--- config.mk ---
export PLATFORM = sky130hd
export DESIGN_NAME = sync_fifo_ex
export DESIGN_NICKNAME = d
export VERILOG_FILES = /design/src/rtl/sync_fifo_ex.sv
export SDC_FILE = /design/constraint.sdc
export NUM_CORES = 1
export LEC_CHECK = 0
export ABC_AREA = 1
export BUFFER_PORTS_ARGS = -buffer_cell sky130_fd_sc_hd__buf_2
export CAP_MARGIN = 25
export CORE_ASPECT_RATIO = 1.75
export CORE_MARGIN = 10
export CORE_UTILIZATION = 25
export DETAILED_ROUTE_END_ITERATION = 16
export PLACE_DENSITY = 0.4
export RECOVER_POWER = 100
export SLEW_MARGIN = 0
export SYNTH_ARGS = -nofsm -noshare
export SYNTH_HDL_FRONTEND = slang
export SYNTH_SLANG_ARGS = --single-unit
--- constraint.sdc ---
create_clock -name clk_i -period 5.62 [get_ports clk_i]
set_input_delay 0.281 -clock clk_i [delete_from_list [all_inputs] [get_ports clk_i]]
set_output_delay 0.281 -clock clk_i [all_outputs]
set_load 0.01 [all_outputs]
--- src/rtl/sync_fifo_ex.sv ---
// rtl/sync_fifo_ex.sv - single-clock FIFO with occupancy flags and sticky error flags
// Define SYNC_FIFO_EX_FWFT_EN for first-word-fall-through; default is standard registered read.
module sync_fifo_ex #(
   parameter int WIDTH     = 32,
   parameter int DEPTH     = 16,
   parameter int AFULL_TH  = DEPTH - 2,
   parameter int AEMPTY_TH = 2,
   parameter int CW        = $clog2(DEPTH + 1)
) (
   input  logic             clk_i,
   input  logic             rst_i,
   input  logic [WIDTH-1:0] wdata_i,
   input  logic             wr_en_i,
   input  logic             rd_en_i,
   output logic [WIDTH-1:0] rdata_o,
   output logic             rvalid_o,
   output logic             full_o,
   output logic             empty_o,
   output logic             afull_o,
   output logic             aempty_o,
   output logic [CW-1:0]    elements_o,
   output logic             ovf_o,
   output logic             udf_o,
   input  logic             clr_err_i
);

   localparam int PW = $clog2(DEPTH);
   localparam logic [PW-1:0] LAST_IDX = PW'(DEPTH - 1);

   logic [WIDTH-1:0] mem [DEPTH];
   logic [PW-1:0]    wptr, rptr, wptr_n, rptr_n;
   logic             rd_acc, wr_acc;

   assign full_o   = (elements_o == CW'(DEPTH));
   assign empty_o  = (elements_o == '0);
   assign afull_o  = (elements_o >= CW'(AFULL_TH));
   assign aempty_o = (elements_o <= CW'(AEMPTY_TH));

   always_comb begin
      rd_acc = rd_en_i && !empty_o;
      wr_acc = wr_en_i && (!full_o || rd_acc);
      wptr_n = (wptr == LAST_IDX) ? '0 : wptr + PW'(1);
      rptr_n = (rptr == LAST_IDX) ? '0 : rptr + PW'(1);
   end

   always_ff @(posedge clk_i) begin
      if (!rst_i && wr_acc) begin
         mem[wptr] <= wdata_i;
      end
   end

   always_ff @(posedge clk_i) begin
      if (rst_i) begin
         wptr       <= '0;
         rptr       <= '0;
         elements_o <= '0;
      end else begin
         if (wr_acc) wptr <= wptr_n;
         if (rd_acc) rptr <= rptr_n;
         case ({wr_acc, rd_acc})
            2'b10:   elements_o <= elements_o + CW'(1);
            2'b01:   elements_o <= elements_o - CW'(1);
            default: elements_o <= elements_o;
         endcase
      end
   end

   // A set condition in the same cycle as clr_err_i takes priority.
   always_ff @(posedge clk_i) begin
      if (rst_i) begin
         ovf_o <= 1'b0;
         udf_o <= 1'b0;
      end else begin
         if (wr_en_i && !wr_acc) ovf_o <= 1'b1;
         else if (clr_err_i)     ovf_o <= 1'b0;
         if (rd_en_i && !rd_acc) udf_o <= 1'b1;
         else if (clr_err_i)     udf_o <= 1'b0;
      end
   end

`ifdef SYNC_FIFO_EX_FWFT_EN
   // rdata_o is a registered copy of the head; when the head slot is the one
   // being written this cycle, bypass from wdata_i.
   always_ff @(posedge clk_i) begin
      if (rst_i) begin
         rdata_o <= '0;
      end else if (rd_acc) begin
         if (elements_o == CW'(1)) rdata_o <= wdata_i;
         else                      rdata_o <= mem[rptr_n];
      end else if (empty_o && wr_acc) begin
         rdata_o <= wdata_i;
      end
   end

   assign rvalid_o = !empty_o;
`else
   always_ff @(posedge clk_i) begin
      if (rst_i) begin
         rdata_o  <= '0;
         rvalid_o <= 1'b0;
      end else begin
         rvalid_o <= rd_acc;
         if (rd_acc) rdata_o <= mem[rptr];
      end
   end
`endif

endmodule

==> results of run 1 <==
-- through the flow --
stage	hold WS (ns)	cells	cell area [µm²]	total power [mW]	setup slack, ns
detailed placement	0.459	3487	25400	7.17	2.57
global route	0.177	3589	27000	11.3	1.24
finish	0.163	3589	27000	10.8	1.48
floorplan	0.380	2284	23800	6.46	2.77
CTS	0.0182	3589	27200	11.0	2.57
global placement	0.453	3483	25300	7.15	2.44
-- synth_stat cells --
cell | instances | share of area (%)
buf_4 | 26 | 0.82
nand2_1 | 699 | 11
buf_1 | 10 | 0.16
nand3_1 | 366 | 7.7
o21ai_1 | 9 | 0.19
nand3_2 | 1 | 0.042
nand2_4 | 1 | 0.047
o21ai_0 | 31 | 0.65
ha_1 | 8 | 0.42
clkbuf_1 | 21 | 0.33
a21oi_1 | 11 | 0.23
a2111oi_0 | 1 | 0.037
buf_6 | 25 | 1.2
inv_2 | 2 | 0.032
xnor2_1 | 1 | 0.037
nor3_1 | 1 | 0.021
buf_2 | 36 | 0.76
inv_1 | 305 | 4.8
nand3b_1 | 2 | 0.063
fa_1 | 1 | 0.084
dfxtp_1 | 48 | 4.0
inv_4 | 2 | 0.053
nor2_2 | 3 | 0.079
nor2_1 | 160 | 2.5
xor2_1 | 2 | 0.074
edfxtp_1 | 512 | 65
-- layer usage --
metal	wire [µm]	vias to the layer above
met2	39600	310
met3	2620	99
met4	2140	0
met1	28000	7753
met5	0	-
li1	-	7544
-- sequential cells by signal (all words and copies together) (netlist names) --
register	flops
udf_o	1
rdata_o	32
mem	512
wptr	4
rvalid_o	1
elements_o	5
rptr	4
ovf_o	1
-- layout make-up --
cell class	instances	area, µm²
clock buffer	64	1400
timing repair buffer	117	634
fill	9827	67300
tap	1208	1510
inverter	309	1170
sequential	560	16300
clock inverter	34	387
multi-input combinational	1297	5570
-- cell families (layout without fill, tap and decap cells) --
family / after synthesis / count (layout) / share of synthesized area (%)
DFF: 560 / 560 / 68.6
AOI/OAI and AO/OA: 52 / 52 / 1.11
xor gates and xnor gates: 3 / 3 / 0.110
buffers and inverters: 427 / 524 / 8.14
and+or+nand+nor: 1233 / 1233 / 21.5
adders and majority gates: 9 / 9 / 0.505
-- worst min-delay path: stages --
cell	delay [ns]
buf_2	0.22
nor2_1	0.14
nand2_1	0.05
inv_1	0.04
-- worst max path at each step --
stage | from | to | slack (ns) | cells after the start
6_report | elements_o[2] | mem[1][13] | 1.48 | 7
5_1_grt | elements_o[1] | mem[3][9] | 1.24 | 7
4_1_cts | elements_o[0] | mem[11][23] | 2.57 | 7
3_5_place_dp | elements_o[0] | mem[3][5] | 2.57 | 7
3_3_place_gp | elements_o[1] | mem[9][4] | 2.44 | 7
2_1_floorplan | elements_o[1] | mem[0][0] | 2.77 | 6
-- power groups by stage --
| stage | clock network [mW] | registers (mW) | logic, mW |
|---|---|---|---|
| after global placement | 0 | 4.90 | 2.25 |
| final | 3.77 | 4.81 | 2.17 |
| after CTS | 3.88 | 4.82 | 2.27 |
| after detailed placement | 0 | 4.91 | 2.26 |
| after floorplan | 0 | 4.88 | 1.58 |
| after global routing | 4.01 | 4.84 | 2.47 |
-- repair_timing --
| action | in CTS | in global routing |
|---|---|---|
| endpoints found under the setup margin | 0 | 0 |
| hold buffers | 4 | 0 |
| hold endpoints to repair | 3 | 0 |
| gates resized for setup | 0 | 0 |
| buffers inserted | 0 | 0 |
==> flow_summary.toml, run 1 <==
[run]
maxCapViolCount = 11

[critical_path]
max_stage_delay_ns = 1.95
cp-start-kind = "flop"
worstPathMaxFanout = 19
cp_top_family = "simple AND/OR/NAND/NOR gates"
cp-end-kind = "flop"
required_ns = 5.92
crit_type = "flop to flop"
reg2reg_from = "elements_o[2]"
slowest_stage = "nor2_1"
cp_cell_sequence = "nor2_1 -> nand3_1 -> o21ai_0 -> nor2_1 -> nand2_1 -> nor2_1 -> buf_4"
ff2ff_setup_slack_ns = 1.48
r2r_cells = 7
crit_buf_inv = 1
r2r-end = "mem[1][13]"
critPathMostFrequentCell = "nor2_1"
worstPathArrival_ns = 4.44

[layout]
utilization_pct = 28.6
most-common-layout-cells = "nand2_1 (700), edfxtp_1 (512), nand3_1 (366)"
drive_gt1_share_pct = 5.63
antenna-diode-count = 0
layout_commonest_cell = "nand2_1"
fin_nets = 2383
area_growth_pct = 13.5

[clock_tree]
cts_sinks = 560
clk_path_buf_depth = 3
cts_tree = "built"
htree_num_levels = 2
path_clk_slew_ns = 0.06
clock-root-buffer = "clkbuf_16"
cts_buffers = 52
clkLatencyLatePin_ns = 0.63

[timing]
rsz0062_at_grt = "no"
setup_tns_ns = 0
clock_skew_ns = 0.0196
slew_headroom_pct = -96.7
final.min_clock_period_ns = 4.14
timing_hold_violations_final = 0
drv_slew = 288
setup_viol = 0
tightestPinTransition_ns = 2.95
period_share_pct = 73.6
max_freq_mhz = 242

[global_routing]
grt_use_met2_pct = 25.0
busiest_layer = "met2"
grt_max_degree = 131
globalRouteMet1Util_pct = 14.5
grt_pass1_wl_um = 107000
grt_pass1_vias = 15900
grt.met3_usage_pct = 1.78
track_usage_pct = 13.2
grt-ovfl-total = 0
antenna_found_initial = 1

[synthesis]
ys_seq_elements = 560
synth_sequential_area_ratio_pct = 68.6
syn_area_um2 = 23800
yosysWarnings = 0
synthCells = 2284
avgSynthCellArea_um2 = 10.4
syn_nets = 2330
synth_cell_type_count = 26

[place]
routabilityCongestion = 0.749
io_buffers = 80
dp_hpwl_um = 39700

[routing]
drt_wl_total_um = 72300
drt_iter0_drc = 1099
first_pass_iters = 5
wire_per_inst_um = 20.1
viasPerCell = 4.38
drc = 0
antenna_left = 0
vias = 15700

[min_path]
hold_class = "primary input to flop"
min_from = "rst_i"
holdPathEnd = "rdata_o[14]"
whs_path_depth = 4

[die]
core_um2 = 94300
die_x_um = 253
dieArea_um2 = 108000
die_h_um = 428
fp-row-count = 149
start_util_pct = 25.2
ioPinCount = 81

[pwr]
comb_power_share_pct = 20.2
seq_power_share_pct = 44.8
clockPowerShare_pct = 35.1
intPower_mw = 7.41
switching_share_pct = 31.1
power_switching_mw = 3.35
leakage_nw = 10.7
irDropWorstVdd_mv = 0.222
power_density_nw_per_um2 = 398

[status]
outcome = "finished with violations"
violations = "capacitance limit, slew limit"
Power figures use the tool's default switching activity.
==> run 2: changes to the inputs <==
Clock period 5.62 ns to 4.3 ns, I/O delays scaled along.
==> flow_summary.toml, run 2 (synthesis results as in run 1) <==
[critical_path]
cp-end-kind = "flop"
required_ns = 4.61
crit_path_start = "elements_o[1]"
worstPathArrival_ns = 3.68
reg2reg_from = "elements_o[1]"
crit_type = "flop to flop"
worstPathMaxFanout = 20
cp-start-kind = "flop"

[status]
violations = "capacitance limit, slew limit"
outcome = "finished with violations"

[clock_tree]
path_clk_slew_ns = 0.07
clock-root-buffer = "clkbuf_16"
cts_tree = "built"
cts_sinks = 560
cts_buffers = 53
clkLatencyLatePin_ns = 0.62
cts-resized-gates = 0
htree_num_levels = 2
clk_path_buf_depth = 3

[layout]
fillers = 9873
antenna-diode-count = 0
most-common-layout-cells = "nand2_1 (700), edfxtp_1 (512), nand3_1 (367)"
layout_commonest_cell = "nand2_1"
area_growth_pct = 14.9
fin_nets = 2410
top_regs = "mem (512), rdata_o (32), elements_o (5)"
stdcell_count = 3614
regMostFlops = "mem"
final_area_um2 = 27300
drive_gt1_share_pct = 5.36
largest_register_ffs = 512

[min_path]
min_from = "wr_en_i"
hold_class = "primary input to flop"

[routing]
first_pass_iters = 5
drt_iter0_drc = 816
wire_per_inst_um = 19.1
vias = 15600
drc = 0
viasPerCell = 4.30
drt_wl_total_um = 68900
antenna_left = 0

[die]
fp-row-count = 149
core_um2 = 94300
start_util_pct = 25.2
ioPinCount = 81
die_x_um = 253
dieArea_um2 = 108000
die_h_um = 428

[place]
dp.cells = 3490
io_buffers = 80
routabilityCongestion = 0.729
place_area_um2 = 25500
dp_hpwl_um = 39300

[timing]
timing_hold_violations_final = 0
rsz0062_at_grt = "no"
setup_viol = 0
clock_skew_ns = 0.0129
final.min_clock_period_ns = 3.37
max_freq_mhz = 296
tightestPinTransition_ns = 1.89
period_share_pct = 78.5
slew_headroom_pct = -26.2
drv_slew = 42
setup_tns_ns = 0

[global_routing]
antenna_found_initial = 2
track_usage_pct = 12.6
grt_pass1_vias = 16000
grt-ovfl-total = 0
grt_pass1_wl_um = 103000
grt_max_degree = 116

[pwr]
irDropWorstVdd_mv = 0.278
leakage_nw = 10.9
power_density_nw_per_um2 = 513

[run]
maxCapViolCount = 2
## run 2: cell type report
| type | instances | area [µm²] | share of cell area [%] |
|---|---|---|---|
| Inverter | 309 | 1170 | 4.29 |
| Timing Repair Buffer | 143 | 946 | 3.46 |
| Multi-Input combinational cell | 1297 | 5590 | 20.4 |
| Sequential cell | 560 | 16300 | 59.8 |
| Clock buffer | 63 | 1410 | 5.14 |
| Clock inverter | 34 | 368 | 1.35 |
| Tap cell | 1208 | 1510 | 5.53 |
## run 2: worst paths after layout
| check | cells past startpoint | slack [ns] | endpoint |
|---|---|---|---|
| setup / recovery | 7 | 0.93 | mem[4][27] |
| hold reg to reg | 2 | 0.51 | wptr[0] |
| setup reg to reg | 7 | 0.93 | mem[4][27] |
| hold / removal | 5 | 0.07 | elements_o[4] |
## run 2: what timing repair did
action / in CTS / in global routing
buffers inserted: 0 / 0
hold buffers: 27 / 0
endpoints found under the hold margin: 320 / 0
## run 2: stage by stage
| stage | hold WS (ns) | setup WS [ns] | utilization [%] | total power [mW] |
|---|---|---|---|---|
| finish | 0.0667 | 0.925 | 29.0 | 14.0 |
| global route | 0.0910 | 0.718 | 29.0 | 14.8 |
| CTS | 0.000691 | 1.46 | 29.2 | 14.4 |
| detailed placement | 0.404 | 1.48 | 27.0 | 9.35 |
| global placement | 0.406 | 1.43 | 27.0 | 9.32 |
| floorplan | 0.314 | 1.45 | - | 8.44 |
## run 2: worst max-delay path: stages, from the launching register on
cell     delay, ns
dfxtp_1       0.43
nor2_1        0.10
nand3_1       0.15
o21ai_0       0.23
nor2_1        0.24
nand2_1       0.15
nor2_1        1.40
buf_12        0.32
## run 2: where the power goes
part	total, mW	switching, mW	internal, mW
clock	4.94	2.13	2.81
combinational	2.80	2.00	0.806
sequential	6.30	0.179	6.12
## run 2: routing by layer
layer,track usage (%),vias to the layer above,part of all wire (%)
li1,-,7600,-
met1,13.3,7653,39
met2,24.9,212,56
met3,1.79,85,2.9
met4,3.76,2,2.4
met5,0,-,0.019
==> run 3: changes to the inputs <==
Clock period 4.3 ns to 3.3 ns, I/O delays scaled along.
==> flow_summary.toml, run 3 (synthesis results as in run 1) <==
[status]
outcome = "complete, no violations"

[global_routing]
grt-ovfl-total = 0
grt_pass1_vias = 15900
grt_pass1_wl_um = 101000
grt_max_degree = 137
track_usage_pct = 12.3
antenna_found_initial = 0

[routing]
drt_wl_total_um = 67200
first_pass_iters = 5
drt_iter0_drc = 841
wire_per_inst_um = 18.5
viasPerCell = 4.27
drc = 0
vias = 15500
antenna_left = 0

[timing]
tightestPinTransition_ns = 1.25
setup_tns_ns = 0
slew_headroom_pct = 16.9
drv_slew = 0
final.min_clock_period_ns = 2.82
period_share_pct = 85.5
rsz0062_at_grt = "no"
timing_hold_violations_final = 0
clock_skew_ns = 0.0233
max_freq_mhz = 355
setup_viol = 0
hold_ws_ns = 0.0422

[clock_tree]
post_cts_buffers = 0
clock-root-buffer = "clkbuf_16"
cts_sinks = 560
path_clk_slew_ns = 0.07
cts_buffers = 54
htree_num_levels = 2
clk_path_buf_depth = 3
cts-resized-gates = 0
clkLatencyLatePin_ns = 0.63
cts_tree = "built"

[die]
fp-row-count = 149
start_util_pct = 25.2
die_h_um = 428
core_um2 = 94300
die_x_um = 253
dieArea_um2 = 108000
ioPinCount = 81

[place]
io_buffers = 80
place_area_um2 = 25600
dp_hpwl_um = 39700
routabilityCongestion = 0.741

[layout]
antenna-diode-count = 0
fin_nets = 2433
top_regs = "mem (512), rdata_o (32), elements_o (5)"
fillers = 9881
regMostFlops = "mem"
area_growth_pct = 15.3
most-common-layout-cells = "nand2_1 (700), edfxtp_1 (512), nand3_1 (367)"
final_area_um2 = 27400
ff_latch_area_um2 = 16300
largest_register_ffs = 512
multi_input_area_um2 = 5590
drive_gt1_share_pct = 5.80
layout_commonest_cell = "nand2_1"

[min_path]
whs_path_depth = 2
hold_class = "primary input to flop"

[critical_path]
cp-start-kind = "flop"
ff2ff_setup_slack_ns = 0.48
cp-end-kind = "flop"
required_ns = 3.52
worstPathMaxFanout = 32
crit_type = "flop to flop"
worstPathArrival_ns = 3.04
r2r_cells = 7

[run]
maxCapViolCount = 0

[pwr]
power_density_nw_per_um2 = 659
leakage_nw = 10.9
irDropWorstVdd_mv = 0.364
[run 3: per-stage QoR]
stage	setup WS (ns)	cells	power, mW	utilization (%)
finish	0.479	3639	18.1	29.1
floorplan	0.450	2284	11.0	-
CTS	0.627	3639	18.5	29.3
global placement	0.668	3503	12.3	27.2
detailed placement	0.631	3503	12.3	27.2
global route	0.241	3639	19.1	29.1
[run 3: worst max-delay path: stages (launching register included)]
cell     delay (ns)
dfxtp_1        0.43
nor2_1         0.11
nand3_1        0.15
o21ai_0        0.21
nor2_1         0.22
nand2_1        0.21
nor2_4         0.11
buf_2          0.93
[run 3: final timing paths]
check / start / end
max: elements_o[1] / mem[4][13]
min: rst_i / rvalid_o
max reg2reg: elements_o[1] / mem[4][13]
min reg2reg: udf_o / udf_o
[run 3: final cells by class]
type / count / area share (%)
sequential: 560 / 59.6
inverter: 309 / 4.27
timing repair buffer: 165 / 4.15
clock inverter: 26 / 0.807
clock buffer: 74 / 5.31
multi-input combinational: 1297 / 20.4
tap: 1208 / 5.51
[run 3: what timing repair did]
action | in CTS | in global routing
hold buffers | 36 | 0
hold endpoints to repair | 521 | 0
endpoints found under the setup margin | 0 | 0
[run 3: power by group]
group	total [mW]	switching, mW	internal [mW]
Clock	6.09	2.76	3.33
Sequential	8.13	0.163	7.97
Combinational	3.86	2.73	1.13
[run 3: routing by layer]
metal | GRT usage [%] | up-vias | wire, µm
met5 | 0 | - | 0
met4 | 4.19 | 0 | 1840
met3 | 1.54 | 94 | 1820
met2 | 23.4 | 238 | 36600
met1 | 13.6 | 7547 | 26900
li1 | - | 7647 | -
